**config.mk**
```make
export PLATFORM = sky130hd
export DESIGN_NAME = pwm_duty_meter
export DESIGN_NICKNAME = d
export VERILOG_FILES = /design/src/rtl/pwm_meter_pkg.sv /design/src/rtl/pwm_edge_sync.sv /design/src/rtl/pwm_duty_meter.sv
export SDC_FILE = /design/constraint.sdc
export NUM_CORES = 1
export LEC_CHECK = 0
export BUFFER_PORTS_ARGS = -buffer_cell sky130_fd_sc_hd__buf_2
export CAP_MARGIN = 20
export CORE_ASPECT_RATIO = 0.8
export CORE_MARGIN = 2
export CORE_UTILIZATION = 50
export CTS_CLUSTER_DIAMETER = 50
export DETAILED_ROUTE_END_ITERATION = 10
export GPL_ROUTABILITY_DRIVEN = 0
export GPL_TIMING_DRIVEN = 0
export PLACE_DENSITY_LB_ADDON = 0.05
export SETUP_SLACK_MARGIN = 0.15
export SYNTH_ARGS = -nofsm -noshare
export SYNTH_HDL_FRONTEND = slang
export SYNTH_HIERARCHICAL = 1
export SYNTH_SLANG_ARGS = --single-unit
export TNS_END_PERCENT = 1
```
**constraint.sdc**
```tcl
create_clock -name clk -period 2.2 [get_ports clk]
set_input_delay 0 -clock clk [delete_from_list [all_inputs] [get_ports clk]]
set_output_delay 0 -clock clk [all_outputs]
set_load 0.05 [all_outputs]
```
**src/rtl/pwm_meter_pkg.sv**
```systemverilog
// Shared types and default sizing for the PWM duty meter.
// Optional input synchronizer is selected with PWM_METER_SYNC_EN (see pwm_edge_sync).
package pwm_meter_pkg;

    typedef enum logic [1:0] {
        IDLE = 2'd0,
        HIGH = 2'd1,
        LOW  = 2'd2
    } meter_state_t;

    localparam int DEF_CNT_W   = 8;
    localparam int DEF_TIMEOUT = 200;

endpackage

```
**src/rtl/pwm_edge_sync.sv**
```systemverilog
// Samples pwm_in (optionally through a 2-flop synchronizer) and flags edges.
// Macro PWM_METER_SYNC_EN: defined -> 2-flop synchronizer in front of the edge detector.
module pwm_edge_sync (
    input  logic clk,
    input  logic reset,
    input  logic pwm_in,
    output logic s,
    output logic rise,
    output logic fall
);

    logic level_in;
    logic s_reg;
    logic s_prev_reg;

`ifdef PWM_METER_SYNC_EN
    logic [1:0] sync_reg;

    always_ff @(posedge clk or negedge reset) begin
        if (!reset) begin
            sync_reg <= 2'b00;
        end else begin
            sync_reg <= {sync_reg[0], pwm_in};
        end
    end

    assign level_in = sync_reg[1];
`else
    assign level_in = pwm_in;
`endif

    always_ff @(posedge clk or negedge reset) begin
        if (!reset) begin
            s_reg      <= 1'b0;
            s_prev_reg <= 1'b0;
        end else begin
            s_reg      <= level_in;
            s_prev_reg <= s_reg;
        end
    end

    assign s    = s_reg;
    assign rise = s_reg & ~s_prev_reg;
    assign fall = ~s_reg & s_prev_reg;

endmodule

```
**src/rtl/pwm_duty_meter.sv**
```systemverilog
// Measures high time and period of pwm_in in clk cycles, with a valid/ready result port.
// Build option PWM_METER_SYNC_EN adds a 2-flop input synchronizer (+2 cycles latency).
module pwm_duty_meter
    import pwm_meter_pkg::*;
#(
    parameter int CNT_W   = DEF_CNT_W,
    parameter int TIMEOUT = DEF_TIMEOUT
) (
    input  logic             clk,
    input  logic             reset,
    input  logic             pwm_in,
    output logic [CNT_W-1:0] high_cnt,
    output logic [CNT_W-1:0] period_cnt,
    output logic             ovf,
    output logic             meas_valid,
    input  logic             meas_ready,
    output logic             overrun,
    output logic             stuck,
    output logic             stuck_lvl
);

    localparam logic [CNT_W-1:0] CNT_MAX = {CNT_W{1'b1}};
    localparam logic [CNT_W-1:0] CNT_ONE = CNT_W'(1);
    localparam logic [CNT_W-1:0] TC_LAST = CNT_W'(TIMEOUT - 1);

    function automatic logic [CNT_W-1:0] sat_inc(input logic [CNT_W-1:0] v);
        return (v == CNT_MAX) ? v : v + CNT_ONE;
    endfunction

    logic s;
    logic rise;
    logic fall;

    meter_state_t     state_reg, state_next;
    logic [CNT_W-1:0] hc_reg, hc_next;
    logic [CNT_W-1:0] pc_reg, pc_next;
    logic [CNT_W-1:0] tc_reg, tc_next;
    logic             done;
    logic             timeout;

    logic [CNT_W-1:0] high_res_reg;
    logic [CNT_W-1:0] period_res_reg;
    logic             ovf_res_reg;
    logic             valid_reg;
    logic             overrun_reg;
    logic             stuck_reg;
    logic             stuck_lvl_reg;
    logic             consume;

    pwm_edge_sync u_edge (
        .clk    (clk),
        .reset  (reset),
        .pwm_in (pwm_in),
        .s      (s),
        .rise   (rise),
        .fall   (fall)
    );

    always_ff @(posedge clk or negedge reset) begin
        if (!reset) begin
            state_reg <= IDLE;
            hc_reg    <= '0;
            pc_reg    <= '0;
            tc_reg    <= '0;
        end else begin
            state_reg <= state_next;
            hc_reg    <= hc_next;
            pc_reg    <= pc_next;
            tc_reg    <= tc_next;
        end
    end

    // tc counts cycles since the last edge; it restarts at 0 on every edge.
    always_comb begin
        state_next = state_reg;
        hc_next    = hc_reg;
        pc_next    = pc_reg;
        tc_next    = tc_reg;
        done       = 1'b0;
        timeout    = 1'b0;
        case (state_reg)
            IDLE: begin
                hc_next = '0;
                pc_next = '0;
                tc_next = '0;
                if (rise) begin
                    state_next = HIGH;
                    hc_next    = CNT_ONE;
                    pc_next    = CNT_ONE;
                end
            end
            HIGH: begin
                if (fall) begin
                    state_next = LOW;
                    pc_next    = sat_inc(pc_reg);
                    tc_next    = '0;
                end else if (tc_reg == TC_LAST) begin
                    state_next = IDLE;
                    timeout    = 1'b1;
                    hc_next    = '0;
                    pc_next    = '0;
                    tc_next    = '0;
                end else begin
                    hc_next = sat_inc(hc_reg);
                    pc_next = sat_inc(pc_reg);
                    tc_next = tc_reg + CNT_ONE;
                end
            end
            LOW: begin
                if (rise) begin
                    done       = 1'b1;
                    state_next = HIGH;
                    hc_next    = CNT_ONE;
                    pc_next    = CNT_ONE;
                    tc_next    = '0;
                end else if (tc_reg == TC_LAST) begin
                    state_next = IDLE;
                    timeout    = 1'b1;
                    hc_next    = '0;
                    pc_next    = '0;
                    tc_next    = '0;
                end else begin
                    pc_next = sat_inc(pc_reg);
                    tc_next = tc_reg + CNT_ONE;
                end
            end
            default: begin
                state_next = IDLE;
                hc_next    = '0;
                pc_next    = '0;
                tc_next    = '0;
            end
        endcase
    end

    assign consume = valid_reg & meas_ready;

    // A completion is only accepted when the slot is empty or being drained this cycle.
    always_ff @(posedge clk or negedge reset) begin
        if (!reset) begin
            high_res_reg   <= '0;
            period_res_reg <= '0;
            ovf_res_reg    <= 1'b0;
            valid_reg      <= 1'b0;
            overrun_reg    <= 1'b0;
            stuck_reg      <= 1'b0;
            stuck_lvl_reg  <= 1'b0;
        end else begin
            if (done && (!valid_reg || meas_ready)) begin
                high_res_reg   <= hc_reg;
                period_res_reg <= pc_reg;
                ovf_res_reg    <= (hc_reg == CNT_MAX) || (pc_reg == CNT_MAX);
                valid_reg      <= 1'b1;
            end else if (consume) begin
                valid_reg <= 1'b0;
            end

            if (consume) begin
                overrun_reg <= 1'b0;
            end else if (done && valid_reg) begin
                overrun_reg <= 1'b1;
            end

            if (timeout) begin
                stuck_reg     <= 1'b1;
                stuck_lvl_reg <= s;
            end else if (rise || fall) begin
                stuck_reg     <= 1'b0;
                stuck_lvl_reg <= 1'b0;
            end
        end
    end

    assign high_cnt   = high_res_reg;
    assign period_cnt = period_res_reg;
    assign ovf        = ovf_res_reg;
    assign meas_valid = valid_reg;
    assign overrun    = overrun_reg;
    assign stuck      = stuck_reg;
    assign stuck_lvl  = stuck_lvl_reg;

endmodule

```
==> out/metrics.cfg, run 1 <==
[critical_path]
critPathKind = reg -> reg
critical_path.reg2reg.startpoint = tc_reg[0]$_DFF_PN0_
critPathArrivalTime_ns = 2.20
required_ns = 2.44
worstSetupStartpoint = tc_reg[0]$_DFF_PN0_
critical_path.startpoint_type = register
worst-r2r-cell-count = 7
rr_endpoint = hc_reg[2]$_DFFE_PN0P_
worst-r2r-setup-slack_ns = 0.24
cp-endpoint = hc_reg[2]$_DFFE_PN0P_
timing.critical_path.to_type = register
worst-path-max-fanout = 10

[min_path]
hp-class = in -> async

[cts]
cts_num_sinks = 49
cts_root_buffer = clkbuf_8
max-clock-path-buffers = 2
clk_transition_reported_paths_ns = 0.08
insertion_delay_ns = 0.31
ctsHtreeMaxLevel = 2
numCtsBuffers = 5
cts_tree = yes

[synthesis]
synth.ff_latch_count = 49
async_flop_share_pct = 100
synth_enable_flop_cells = 0
mappedNetlistArea_mm2 = 0.00236
syn_avg_cell_area_um2 = 10.8
synth_fp_nets = 229
syn-instance-count = 218
synth-warning-count = 6
yosysSeqAreaShare_pct = 52.0
yosys_most_used_dff = dfrtp_1
synth_cell_type_count = 44

[floorplanning]
floorplan.die_area_mm2 = 0.00528
height_of_the_die_um = 65.4
initial_utilization_pct = 51.6
fp-row-count = 22
floorplan.io_pins = 25
floorplan.die.width_um = 80.8
design.core.area_mm2 = 0.00457

[routing]
antenna_violating_nets_post_route = 0
post_detailed_route_drc_marker_count = 0
wirelength_um = 4550
vias = 1770
detail_route.iter0.violations = 63
routedWlPerCell_um = 14.1
drt_first_pass_iters = 4
mean_number_of_vias_per_cell = 5.48

[global_routing]
grt.met1_usage_pct = 28.6
via_count_of_the_first_global_routing_pass = 1628
grt-busiest-layer = met1
grt_util_met2_pct = 27.4
grt_start_max_net_pins = 50
grt_antenna_before_repair = 0
grt_first_pass_wirelength_um = 7710
grt_remaining_overflow = 0
groute.layer.met3.usage_pct = 5.36
grt_use_total_pct = 19.6

[pwr]
p_per_area_mw_per_mm2 = 898
design_power_total_mw = 2.52
vdd_ir_drop_max_mv = 0.433
power.leakage_nw = 1.38

[job]
max_cap_violations = 0

[place]
placed_cells_incl_taps = 302
detailed_place_hpwl_um = 3040
port_buffers = 24
placedInstanceArea_mm2 = 0.00255
preCtsSetupSlack_ns = -0.0800

[cells_and_area]
layout-area-overhead-vs-synth_pct = 19.1
nets = 273
num_antenna_cells = 0
finished_layout_cells = 323
finish.utilization_pct = 61.4
design_area_final_mm2 = 0.00281
drive_gt1_share_pct = 28.5

[timing]
final.min_clock_period_ns = 1.96
skew_ns = 0.00558
timing.max_slew.rel_slack_pct = 66.7
final-max-slew-violation-count = 0
worst_slew_pin_slew_ns = 0.496
achievable-frequency_mhz = 511
grt_setup_unrepaired = true
postLayoutSetupSlackWorst_ns = 0.243
period_share_pct = 89.0
finalHoldViolations = 0
report.final.setup_viol = 0

[status]
status = finished clean

## kinds of logic (layout without fill, tap and decap cells)
family | count (synthesis) | count (layout) | synth area share (%)
AND/OR/NAND/NOR | 83 | 83 | 18.2
flip-flops | 49 | 49 | 52.0
AO/OA/AOI/OAI | 42 | 42 | 12.6
multiplexers | 17 | 17 | 8.07
XOR/XNOR | 10 | 10 | 3.72
buffers and inverters | 10 | 55 | 1.70
adder cells (fa/ha/maj) | 7 | 7 | 3.72
## synth_stat cells, types with 2 or more instances
library cell	number	area, um^2
dfrtp_1	49	1230
nor2_1	24	90.1
nand2_1	21	78.8
mux2_2	16	180
nand3_1	10	50.1
a21oi_1	7	35.0
a31oi_1	7	43.8
ha_1	7	87.6
inv_1	7	26.3
o21ai_0	7	35.0
xor2_1	6	52.6
nand4_1	5	31.3
a22o_1	4	35.0
nor2b_1	4	25.0
xnor2_1	4	35.0
and2_1	3	18.8
and3_1	3	18.8
and4_1	3	26.3
or2_2	3	18.8
a211oi_1	2	15.0
a21o_1	2	15.0
buf_2	2	10.0
## metal layers
metal / up-vias / wire length (um)
met5: - / 0
met4: 0 / 81
met3: 6 / 153
met2: 28 / 1970
met1: 861 / 2340
li1: 875 / -
## layout by cell type (no fill, tap or decap), drive strengths merged, types with 2 or more instances in the layout
cell type / n
a211oi: 2
dfrtp: 49
and2: 3
and4: 3
or2: 3
ha: 7
o41ai: 2
nand4: 5
and3: 3
dlygate4sd3: 3
a31oi: 7
clkbuf: 10
buf: 34
nand3: 10
a21o: 2
nor2b: 4
mux2: 16
nor2: 24
nand2: 22
xnor2: 4
o21ai: 8
xor2: 6
a21oi: 8
a22o: 4
inv: 7
## timing repair
item                                    4_1_cts  5_1_grt
endpoints found under the setup margin       17       16
endpoints found under the hold margin        52        0
resized for setup                             3        6
hold buffers                                  3        0
buffers inserted                              0        9
## stage by stage
step	setup TNS, ns	hold WS [ns]
global placement	-0.312	0.109
CTS	0	0.315
detailed placement	-0.602	0.110
finish	0	0.137
global route	0	0.167
floorplan	0	-0.296
## report_power, final
group	leakage (nW)	switching, mW	internal, mW
Clock	0.0542	0.291	0.284
Combinational	0.653	0.537	0.289
Sequential	0.668	0.112	1.01
## critical path: stages (launching register included)
cell      delay (ns)
dfrtp_1         0.45
ha_4            0.19
nor3b_4         0.23
nand2_4         0.11
a22o_1          0.23
clkbuf_4        0.20
o41ai_1         0.29
a22o_1          0.18
## how the worst min path moves through the flow
stage / from / end / slack (ns) / depth (start not counted)
final: reset / meas_valid$_DFFE_PN0P_ / 0.14 / 2
after global routing: reset / tc_reg[5]$_DFF_PN0_ / 0.17 / 2
after CTS: pwm_in / u_edge/s$_DFF_PN0_ / 0.32 / 2
after detailed placement: pwm_in / u_edge/s$_DFF_PN0_ / 0.11 / 1
after global placement: pwm_in / u_edge/s$_DFF_PN0_ / 0.11 / 1
after floorplan: reset / hc_reg[0]$_DFFE_PN0P_ / -0.30 / 0
## cell type report
cell class	count	area, um^2
fillers	407	1760
flip-flops and latches	49	1230
multi-input cells	159	1120
repair buffers	37	238
clock buffers	7	96.3
well taps	60	75.1
inverters	7	26.3
plain buffers	3	18.8
clock inverters	1	5.00
(Power assumes the default switching activity.)
==> run 2, diff against run 1 <==
--- a/config.mk
+++ b/config.mk
@@ -15,6 +15,7 @@
 export GPL_ROUTABILITY_DRIVEN = 0
 export GPL_TIMING_DRIVEN = 0
 export PLACE_DENSITY_LB_ADDON = 0.05
+export RECOVER_POWER = 100
 export SETUP_SLACK_MARGIN = 0.15
 export SYNTH_ARGS = -nofsm -noshare
 export SYNTH_HDL_FRONTEND = slang
==> run 2 against run 1 <==
  * Non-clock buffer count did not move
  * Sequential power is essentially flat
  * Worst hold slack better by 0.16 ns
  * Final cell count is the same
  * First-iteration DRC count is 30% higher
  * Critical path type unchanged
  * Largest cell class unchanged
  * Largest power group unchanged
==> out/metrics.cfg, run 2 (synthesized netlist as in run 1, its figures left out) <==
[routing]
detail_route.iter0.violations = 82  ; was 63
mean_number_of_vias_per_cell = 5.50  ; was 5.48
antenna_violating_nets_post_route = 0  ; unchanged
drt_first_pass_iters = 4  ; unchanged
vias = 1775  ; was 1,770
routedWlPerCell_um = 14.0  ; was 14.1 um
wirelength_um = 4520  ; was 4550 um
post_detailed_route_drc_marker_count = 0  ; unchanged

[cells_and_area]
layout_common_cells = dfrtp_1, nor2_1, clkbuf_1  ; was dfrtp_1, nor2_1, buf_2
design_area_final_mm2 = 0.00276  ; was 0.00281 mm^2
filler_cell_count = 422  ; was 407
seqCellArea_mm2 = 0.00123  ; unchanged
layout-area-overhead-vs-synth_pct = 17.1  ; was 19.1%
nets = 273  ; unchanged
num_antenna_cells = 0  ; unchanged
drive_gt1_share_pct = 20.2  ; was 28.5%
multiInputGateArea_mm2 = 0.00112  ; unchanged
most_common_cell_after_layout_fill_and_taps_aside = dfrtp_1  ; unchanged

[cts]
cts_root_buffer = clkbuf_8  ; unchanged
ctsHtreeMaxLevel = 2  ; unchanged
clk_transition_reported_paths_ns = 0.08  ; about the same
cts_num_sinks = 49  ; unchanged
max-clock-path-buffers = 2  ; unchanged
insertion_delay_ns = 0.30  ; was 0.31 ns
cts_tree = yes  ; unchanged
numCtsBuffers = 5  ; unchanged

[critical_path]
worst-r2r-cell-count = 6  ; was 7
critical_path.reg2reg.startpoint = state_reg[0]$_DFFE_PN0P_  ; was tc_reg[0]$_DFF_PN0_
critical_path.startpoint_type = register  ; unchanged
worst-path-max-fanout = 10  ; unchanged
timing.critical_path.to_type = register  ; unchanged
required_ns = 2.39  ; was 2.44 ns
rr_endpoint = high_cnt[3]$_DFFE_PN0P_  ; was hc_reg[2]$_DFFE_PN0P_
critPathKind = reg -> reg  ; unchanged
worst-r2r-setup-slack_ns = 0.21  ; was 0.24 ns
critPathArrivalTime_ns = 2.19  ; was 2.20 ns

[status]
status = finished clean  ; unchanged

[timing]
tns_ns = 0  ; unchanged
final.min_clock_period_ns = 1.99  ; was 1.96 ns
postLayoutSetupSlackWorst_ns = 0.206  ; was 0.243 ns
achievable-frequency_mhz = 502  ; was 511 MHz
period_share_pct = 90.6  ; was 89.0%
timing.max_slew.rel_slack_pct = 45.1  ; was 66.7%
skew_ns = 0.00417  ; was 0.00558 ns
worst_slew_pin_slew_ns = 0.823  ; was 0.496 ns
grt_setup_unrepaired = true  ; unchanged
report.final.setup_viol = 0  ; unchanged
final-max-slew-violation-count = 0  ; unchanged
hold_ws_ns = 0.296  ; was 0.137 ns
finalHoldViolations = 0  ; unchanged

[min_path]
hp-class = in -> async  ; unchanged

[global_routing]
grt_use_total_pct = 19.6  ; unchanged
grt_remaining_overflow = 0  ; unchanged
grt_start_max_net_pins = 50  ; unchanged
grt_antenna_before_repair = 0  ; unchanged
grt_first_pass_wirelength_um = 7710  ; unchanged
via_count_of_the_first_global_routing_pass = 1628  ; unchanged

[place]
port_buffers = 24  ; unchanged
placedInstanceArea_mm2 = 0.00255  ; unchanged
preCtsSetupSlack_ns = -0.0800  ; unchanged
detailed_place_hpwl_um = 3040  ; unchanged

[pwr]
power.leakage_nw = 1.27  ; was 1.38 nW
p_per_area_mw_per_mm2 = 905  ; was 898 mW/mm^2
design_power_total_mw = 2.50  ; was 2.52 mW
vdd_ir_drop_max_mv = 0.426  ; was 0.433 mV

[floorplanning]
initial_utilization_pct = 51.6  ; unchanged
fp-row-count = 22  ; unchanged
floorplan.io_pins = 25  ; unchanged
height_of_the_die_um = 65.4  ; unchanged
design.core.area_mm2 = 0.00457  ; unchanged
floorplan.die.width_um = 80.8  ; unchanged
floorplan.die_area_mm2 = 0.00528  ; unchanged

[job]
max_cap_violations = 0  ; unchanged

-- run 2: cell count changes in the layout (fill, tap and decap cells not counted), sizes merged --
cell	change
clkbuf	+29
buf	-29
-- run 2: cell type report --
cell class	count	share of cell area, %
Sequential cell	49	44.4
Tap cell	60	2.72
Inverter	7	0.952
Multi-Input combinational cell	159	40.7
Timing Repair Buffer	37	7.07
Clock buffer	7	3.49
Clock inverter	1	0.181
Buffer	3	0.499
-- run 2: metrics by stage --
stage | instances | util, %
3_5_place_dp | 302 | 55.9
4_1_cts | 313 | 59.0
3_3_place_gp | 302 | 55.9
5_1_grt | 323 | 60.4
6_report | 323 | 60.4
2_1_floorplan | 218 | -
-- run 2: repair_timing --
action	CTS	global route
setup buffers	0	9
hold endpoints to repair	52	0
resized for setup	3	6
setup endpoints to repair	17	16
hold buffers	3	0
-- run 2: how the worst max path moves through the flow --
stage,from,endpoint,slack [ns]
after floorplan,state_reg[0]$_DFFE_PN0P_,high_cnt[0]$_DFFE_PN0P_,0.37
after global routing,state_reg[0]$_DFFE_PN0P_,hc_reg[1]$_DFFE_PN0P_,0.09
final,state_reg[0]$_DFFE_PN0P_,high_cnt[3]$_DFFE_PN0P_,0.21
after CTS,state_reg[0]$_DFFE_PN0P_,high_cnt[3]$_DFFE_PN0P_,0.09
after global placement,u_edge/s$_DFF_PN0_,high_cnt[3]$_DFFE_PN0P_,-0.04
after detailed placement,u_edge/s$_DFF_PN0_,high_cnt[3]$_DFFE_PN0P_,-0.08
-- run 2: worst max-delay path, stage by stage, from the launching register on --
cell	delay, ns
dfrtp_1	0.44
inv_1	0.14
ha_2	0.26
nand2_1	0.13
a21oi_4	0.25
clkbuf_2	0.31
mux2_2	0.37
-- run 2: where the power goes --
group	internal [mW]	switching, mW
sequential	1.01	0.114
clock	0.284	0.288
combinational	0.268	0.537
total	1.56	0.940
-- run 2: metal layers --
metal	vias up	track usage [%]	wire, um
met5	-	0	0
met4	0	8.26	81
li1	874	-	-
met2	26	27.4	1960
met1	869	28.6	2340
met3	6	5.36	132
